**config.mk**
```make
export PLATFORM = sky130hd
export DESIGN_NAME = sa_layer_sequencer
export DESIGN_NICKNAME = d
export VERILOG_FILES = /design/src/rtl/sa_ctrl_pkg.sv /design/src/rtl/sa_layer_sequencer.sv
export SDC_FILE = /design/constraint.sdc
export NUM_CORES = 1
export LEC_CHECK = 0
export BUFFER_PORTS_ARGS = -buffer_cell sky130_fd_sc_hd__clkbuf_2
export CAP_MARGIN = 20
export CORE_ASPECT_RATIO = 1.25
export CORE_MARGIN = 2
export CORE_UTILIZATION = 52
export CTS_BUF_LIST = sky130_fd_sc_hd__clkbuf_4
export CTS_CLUSTER_SIZE = 25
export DETAILED_ROUTE_END_ITERATION = 6
export PLACE_DENSITY = 0.86
export SKIP_CTS_REPAIR_TIMING = 1
export SYNTH_ARGS = -nofsm -noshare
export SYNTH_HDL_FRONTEND = slang
export SYNTH_SLANG_ARGS = --single-unit
```
**constraint.sdc**
```tcl
create_clock -name clk -period 9.85 [get_ports clk]
set_input_delay 0 -clock clk [delete_from_list [all_inputs] [get_ports clk]]
set_output_delay 0 -clock clk [all_outputs]
set_load 0.02 [all_outputs]
```
**src/rtl/sa_ctrl_pkg.sv**
```systemverilog
// Shared state encoding, opcode constants and latched layer configuration
// for the systolic-array layer sequencer.
package sa_ctrl_pkg;

    localparam logic OP_CONV = 1'b0;
    localparam logic OP_MUL  = 1'b1;

    typedef enum logic [3:0] {
        IDLE,
        CFG,
        GAP_A,
        WLOAD,
        GAP_B,
        BLOAD,
        GAP_C,
        STREAM,
        DRAIN,
        DONE
    } sa_seq_state_t;

    typedef struct packed {
        logic       op_sel;
        logic       relu_sel;
        logic [3:0] w_width;
        logic [3:0] w_height;
        logic [3:0] ifmap_i_w;
        logic [3:0] mul_b_w;
        logic [3:0] mul_b_h;
    } sa_layer_cfg_t;

endpackage

```
**src/rtl/sa_layer_sequencer.sv**
```systemverilog
// Layer-level front end for the systolic array: accepts one command, issues the
// config/weight/bias strobes, streams input rows and waits for the result beats.
module sa_layer_sequencer
    import sa_ctrl_pkg::*;
#(
    parameter int WIDTH      = 8,
    parameter int HEIGHT     = 8,
    parameter int DATA_WIDTH = 8,
    parameter int GAP        = 2,
    parameter int DRAIN_MAX  = 64
) (
    input  logic                        clk,
    input  logic                        nrst,
    input  logic                        cmd_valid,
    output logic                        cmd_ready,
    input  logic                        cmd_op_sel,
    input  logic                        cmd_relu_sel,
    input  logic [3:0]                  cmd_w_width,
    input  logic [3:0]                  cmd_w_height,
    input  logic [3:0]                  cmd_ifmap_i_w,
    input  logic [3:0]                  cmd_mul_b_w,
    input  logic [3:0]                  cmd_mul_b_h,
    input  logic [7:0]                  cmd_rows,
    input  logic [7:0]                  cmd_exp_out,
    output logic                        load_layer_info,
    output logic                        weight_iv,
    output logic                        bias_iv,
    output logic [3:0]                  w_width,
    output logic [3:0]                  w_height,
    output logic [3:0]                  ifmap_i_w,
    output logic [3:0]                  mul_b_w,
    output logic [3:0]                  mul_b_h,
    output logic                        op_sel,
    output logic                        reLU_sel,
    input  logic                        src_valid,
    output logic                        src_ready,
    input  logic [WIDTH*DATA_WIDTH-1:0] src_data,
    output logic                        data_iv,
    output logic [WIDTH*DATA_WIDTH-1:0] data_id,
    input  logic                        conv_ov_re,
    input  logic                        mul_ov_re,
    output logic                        busy,
    output logic                        done,
    output logic                        timeout
);

    localparam int GW = (GAP > 1) ? $clog2(GAP) : 1;
    localparam int IW = $clog2(DRAIN_MAX + 1);

    if (GAP < 1 || DRAIN_MAX < 1 || HEIGHT < 1) begin : g_param_check
        $error("sa_layer_sequencer: GAP, DRAIN_MAX and HEIGHT must be at least 1");
    end

    sa_seq_state_t state;
    sa_layer_cfg_t cfg;
    logic [7:0]    rows_q;
    logic [7:0]    exp_q;
    logic [7:0]    row_cnt;
    logic [7:0]    res_cnt;
    logic [7:0]    res_cnt_nxt;
    logic [GW-1:0] gap_cnt;
    logic [IW-1:0] idle_cnt;
    logic          res_beat;
    logic          row_beat;
    logic          gap_last;

    // Only the reLU valid matching the latched op is a result beat; beats are
    // counted from the start of streaming so early results are not lost.
    always_comb begin
        res_beat    = (cfg.op_sel == OP_MUL) ? mul_ov_re : conv_ov_re;
        res_cnt_nxt = res_cnt;
        if (res_beat && (res_cnt != 8'hFF) && ((state == STREAM) || (state == DRAIN))) begin
            res_cnt_nxt = res_cnt + 8'd1;
        end
    end

    assign row_beat  = (state == STREAM) && src_valid;
    assign gap_last  = (gap_cnt == GW'(GAP - 1));
    assign cmd_ready = (state == IDLE);
    assign busy      = (state != IDLE);
    assign src_ready = (state == STREAM);
    assign data_iv   = row_beat;
    assign data_id   = row_beat ? src_data : '0;

    assign op_sel    = cfg.op_sel;
    assign reLU_sel  = cfg.relu_sel;
    assign w_width   = cfg.w_width;
    assign w_height  = cfg.w_height;
    assign ifmap_i_w = cfg.ifmap_i_w;
    assign mul_b_w   = cfg.mul_b_w;
    assign mul_b_h   = cfg.mul_b_h;

    always_ff @(posedge clk or negedge nrst) begin
        if (!nrst) begin
            state           <= IDLE;
            cfg             <= '0;
            rows_q          <= '0;
            exp_q           <= '0;
            row_cnt         <= '0;
            res_cnt         <= '0;
            gap_cnt         <= '0;
            idle_cnt        <= '0;
            load_layer_info <= 1'b0;
            weight_iv       <= 1'b0;
            bias_iv         <= 1'b0;
            done            <= 1'b0;
            timeout         <= 1'b0;
        end else begin
            load_layer_info <= 1'b0;
            weight_iv       <= 1'b0;
            bias_iv         <= 1'b0;
            done            <= 1'b0;
            res_cnt         <= res_cnt_nxt;
            case (state)
                IDLE: begin
                    if (cmd_valid) begin
                        cfg             <= '{op_sel:    cmd_op_sel,
                                             relu_sel:  cmd_relu_sel,
                                             w_width:   cmd_w_width,
                                             w_height:  cmd_w_height,
                                             ifmap_i_w: cmd_ifmap_i_w,
                                             mul_b_w:   cmd_mul_b_w,
                                             mul_b_h:   cmd_mul_b_h};
                        rows_q          <= cmd_rows;
                        exp_q           <= cmd_exp_out;
                        row_cnt         <= '0;
                        res_cnt         <= '0;
                        idle_cnt        <= '0;
                        timeout         <= 1'b0;
                        load_layer_info <= 1'b1;
                        state           <= CFG;
                    end
                end
                CFG: begin
                    gap_cnt <= '0;
                    state   <= GAP_A;
                end
                GAP_A: begin
                    if (gap_last) begin
                        weight_iv <= 1'b1;
                        state     <= WLOAD;
                    end else begin
                        gap_cnt <= gap_cnt + GW'(1);
                    end
                end
                WLOAD: begin
                    gap_cnt <= '0;
                    state   <= GAP_B;
                end
                GAP_B: begin
                    if (gap_last) begin
                        bias_iv <= 1'b1;
                        state   <= BLOAD;
                    end else begin
                        gap_cnt <= gap_cnt + GW'(1);
                    end
                end
                BLOAD: begin
                    gap_cnt <= '0;
                    state   <= GAP_C;
                end
                GAP_C: begin
                    if (gap_last) begin
                        state <= (rows_q == 8'd0) ? DRAIN : STREAM;
                    end else begin
                        gap_cnt <= gap_cnt + GW'(1);
                    end
                end
                STREAM: begin
                    if (res_beat) begin
                        idle_cnt <= '0;
                    end
                    if (row_beat) begin
                        row_cnt <= row_cnt + 8'd1;
                        if ((row_cnt + 8'd1) == rows_q) begin
                            state <= DRAIN;
                        end
                    end
                end
                // A beat arriving on the expiry cycle wins over the timeout.
                DRAIN: begin
                    if (res_cnt_nxt >= exp_q) begin
                        done  <= 1'b1;
                        state <= DONE;
                    end else if (res_beat) begin
                        idle_cnt <= '0;
                    end else if (idle_cnt == IW'(DRAIN_MAX - 1)) begin
                        timeout <= 1'b1;
                        done    <= 1'b1;
                        state   <= DONE;
                    end else begin
                        idle_cnt <= idle_cnt + IW'(1);
                    end
                end
                DONE: begin
                    state <= IDLE;
                end
                default: begin
                    state <= IDLE;
                end
            endcase
        end
    end

endmodule

```
==> out/summary.txt <==
CP max-delay cell = or4b_1
net count after synthesis = 603
via count = 4451
Slew @ Worst Pin = 0.913 ns
die area = 8720 um^2
nets = 825
Buf+Inv Stages, Crit Path = 0
violation count after the first detailed-routing iteration = 323
Die Wd = 83.9 um
worst hold path class = in2reg
vias per cell = 5.51
startpoint types = flip-flop
Antenna Nets Post-Route = 0
Avg WL per Cell = 17.3 um
#FFs+latches synth = 71
achievable frequency = 0.268 GHz
Core Box Area = 7790 um^2
Rows = 36
Critical Path, Cell by Cell = or4b_1 > a21oi_4 > o211ai_2 > nor2_1 > xor2_1 > ha_1 > or4_1 > a21oi_1 > o31a_1 > a31o_2 > a22oi_1
MaxCap Viol Count = 0
Post-Route WL = 14.0 mm
TritonCTS clock tree = done
Top delay family on crit path = simple AND/OR/NAND/NOR gates
sequential share of the synthesized area = 42.8%
static leakage = 0.00328 uW
Power Density = 249 nW/um^2
syn_area_per_cell = 8.58 um^2
GRT overflow = 0
# setup viols final = 0
Initial Util = 53.3%
synthesized area = 4150 um^2
Primary FF master, synth = dfrtp_1
setup_tns = 0 ns
CP Data Required Time = 10.16 ns
root buffer cell = clkbuf_4
initial antenna violation count = 2
Post-Layout Cell Count = 808
Post-synth EDFFs = 0
maximum VDD drop = 0.227 mV
first-pass GRT wire length = 19.7 mm
layout cells sized above 1 = 32.6%
largest net degree at the start of global routing = 72
RSZ-0062 raised after global routing = false
Slew Limit Fails = 0
Yosys warning count = 0
worst-case clock skew = 0.0276 ns
I/O Pins = 203
R2R Setup Slk = 6.12 ns
Port Buf Inserts = 202
Critical Setup Path Class = reg2reg
placed wire-length estimate = 9.23 mm
crit share post-route = 37.8%
CP arrival = 4.03 ns
asr flop ratio synth = 100%
htree depth = 3
outcome = finished clean
vias in the first global route = 4036
drc violations = 0
gp weighted congestion = 0.922
final hold vios = 0
Die Y = 104 um
clk_lat worst skew = 0.46 ns
Area growth syn-to-layout = 37.1%
unique cell type count in the Yosys netlist = 55
CP max FO = 14
Num CTS Buffers = 9
Worst-path clk slew = 0.12 ns
Clock Sinks = 71
Worst Setup End Kind = flip-flop
GRT Total Usage = 28.0%
Slew headroom = 39.2%
1st-pass router iterations = 5
CP max stage delay = 0.74 ns
clock buffer depth = 2
min Tclk post-route = 3.73 ns
DP Cell Count = 751
cell count after synthesis = 484
[cell usage in the layout, fill, tap and decap left out, drive strengths merged, types with 3 or more instances in the layout]
cell type    Yosys  final
a21oi            8      8
a22oi            3      3
a31oi           10     10
and2             6      6
and3            69     69
buf              9      4
clkbuf          25    212
clkinv           0      3
dfrtp           71     71
dlygate4sd3      0     39
ha              11     11
inv             19     20
mux2i            4      4
nand2          120    120
nand3           13     13
nand4            4      4
nor2            16     16
nor3             3      3
nor4             3      3
o211ai           3      3
o21ai           28     28
o31ai            4      4
or3              5      5
or4              4      4
xnor2           12     12
xor2             5      5
[routing by layer]
metal	wire, um	GRT usage, %
met5	0	0
met4	364	8.76
met3	925	7.54
met2	7360	48.3
met1	5360	34.1
[path summary, 6_finish.rpt]
check,from,to,cells past startpoint
setup / recovery,state[1]$_DFFE_PN0P_,state[1]$_DFFE_PN0P_,11
hold / removal,mul_ov_re,idle_cnt[2]$_DFFE_PN0P_,4
setup reg to reg,state[1]$_DFFE_PN0P_,state[1]$_DFFE_PN0P_,11
hold reg to reg,w_width[2]$_DFFE_PN0P_,w_width[2]$_DFFE_PN0P_,2
max in group asynchronous,nrst,res_cnt[7]$_DFF_PN0_,3
min in group asynchronous,nrst,mul_b_w[3]$_DFFE_PN0P_,3
[worst min-delay path, stage by stage]
cell	delay (ns)
clkbuf_2	0.09
mux2_4	0.16
or3_1	0.10
a31oi_1	0.07
[cells in the mapped netlist (all sizes together) (3+ instances only)]
master	number	area share [%]
nand3	13	1.6
a31oi	10	1.5
mux2i	4	0.96
clkbuf	25	2.3
nand2	120	11
and2	6	0.96
xnor2	12	2.5
nand4	4	0.60
xor2	5	1.1
o21ai	28	3.6
inv	19	1.7
o31ai	4	0.72
a21oi	8	1.2
buf	9	1.5
nor4	3	0.45
ha	11	3.3
or4	4	0.72
dfrtp	71	43
nor3	3	0.36
o211ai	3	0.66
and3	69	10
nor2	16	1.4
a22oi	3	0.54
or3	5	0.75
[flip-flops by register name, summed over array words and instances (netlist names), 4 cells and up]
register   flops
res_cnt        8
w_height       4
state          4
exp_q          8
w_width        4
row_cnt        8
mul_b_h        4
idle_cnt       7
ifmap_i_w      4
rows_q         8
mul_b_w        4
[where the power goes]
part | leakage, uW | total, uW | switching [uW] | internal (uW)
clock network | 0.0000770 | 199 | 117 | 81.4
logic | 0.00228 | 719 | 437 | 283
registers | 0.000917 | 502 | 104 | 398
total | 0.00328 | 1420 | 658 | 762
[cell type report]
| class | count | area [um^2] |
|---|---|---|
| repair buffers | 245 | 1430 |
| inverters | 19 | 71.3 |
| diodes | 2 | 5.00 |
| well taps | 95 | 119 |
| multi-input cells | 360 | 2150 |
| clock inverters | 6 | 68.8 |
| fillers | 560 | 2100 |
| clock buffers | 10 | 75.1 |
| flip-flops and latches | 71 | 1780 |
[metrics by stage]
| stage | utilization, % | total power [uW] | instance area (um^2) | setup slack (ns) | hold WS (ns) |
|---|---|---|---|---|---|
| 6_report | 73.1 | 1420 | 5700 | 6.12 | 0.00773 |
| 2_1_floorplan | - | 978 | 4150 | 6.57 | -0.296 |
| 3_5_place_dp | 66.2 | 1190 | 5160 | 6.15 | 0.196 |
| 5_1_grt | 73.0 | 1510 | 5690 | 5.87 | 0.0396 |
| 4_1_cts | 68.0 | 1380 | 5300 | 6.14 | -0.285 |
| 3_3_place_gp | 66.2 | 1160 | 5160 | 6.30 | 0.190 |
[kinds of logic after synthesis]
kind of cell / after synthesis / synth area share [%]
AND/OR/NAND/NOR: 251 / 29.7
AO/OA/AOI/OAI: 73 / 12.3
flip-flops: 71 / 42.8
buffers and inverters: 53 / 5.51
XOR/XNOR: 19 / 4.73
adder cells (fa/ha/maj): 11 / 3.31
multiplexers: 6 / 1.69
(Power assumes the default switching activity.)
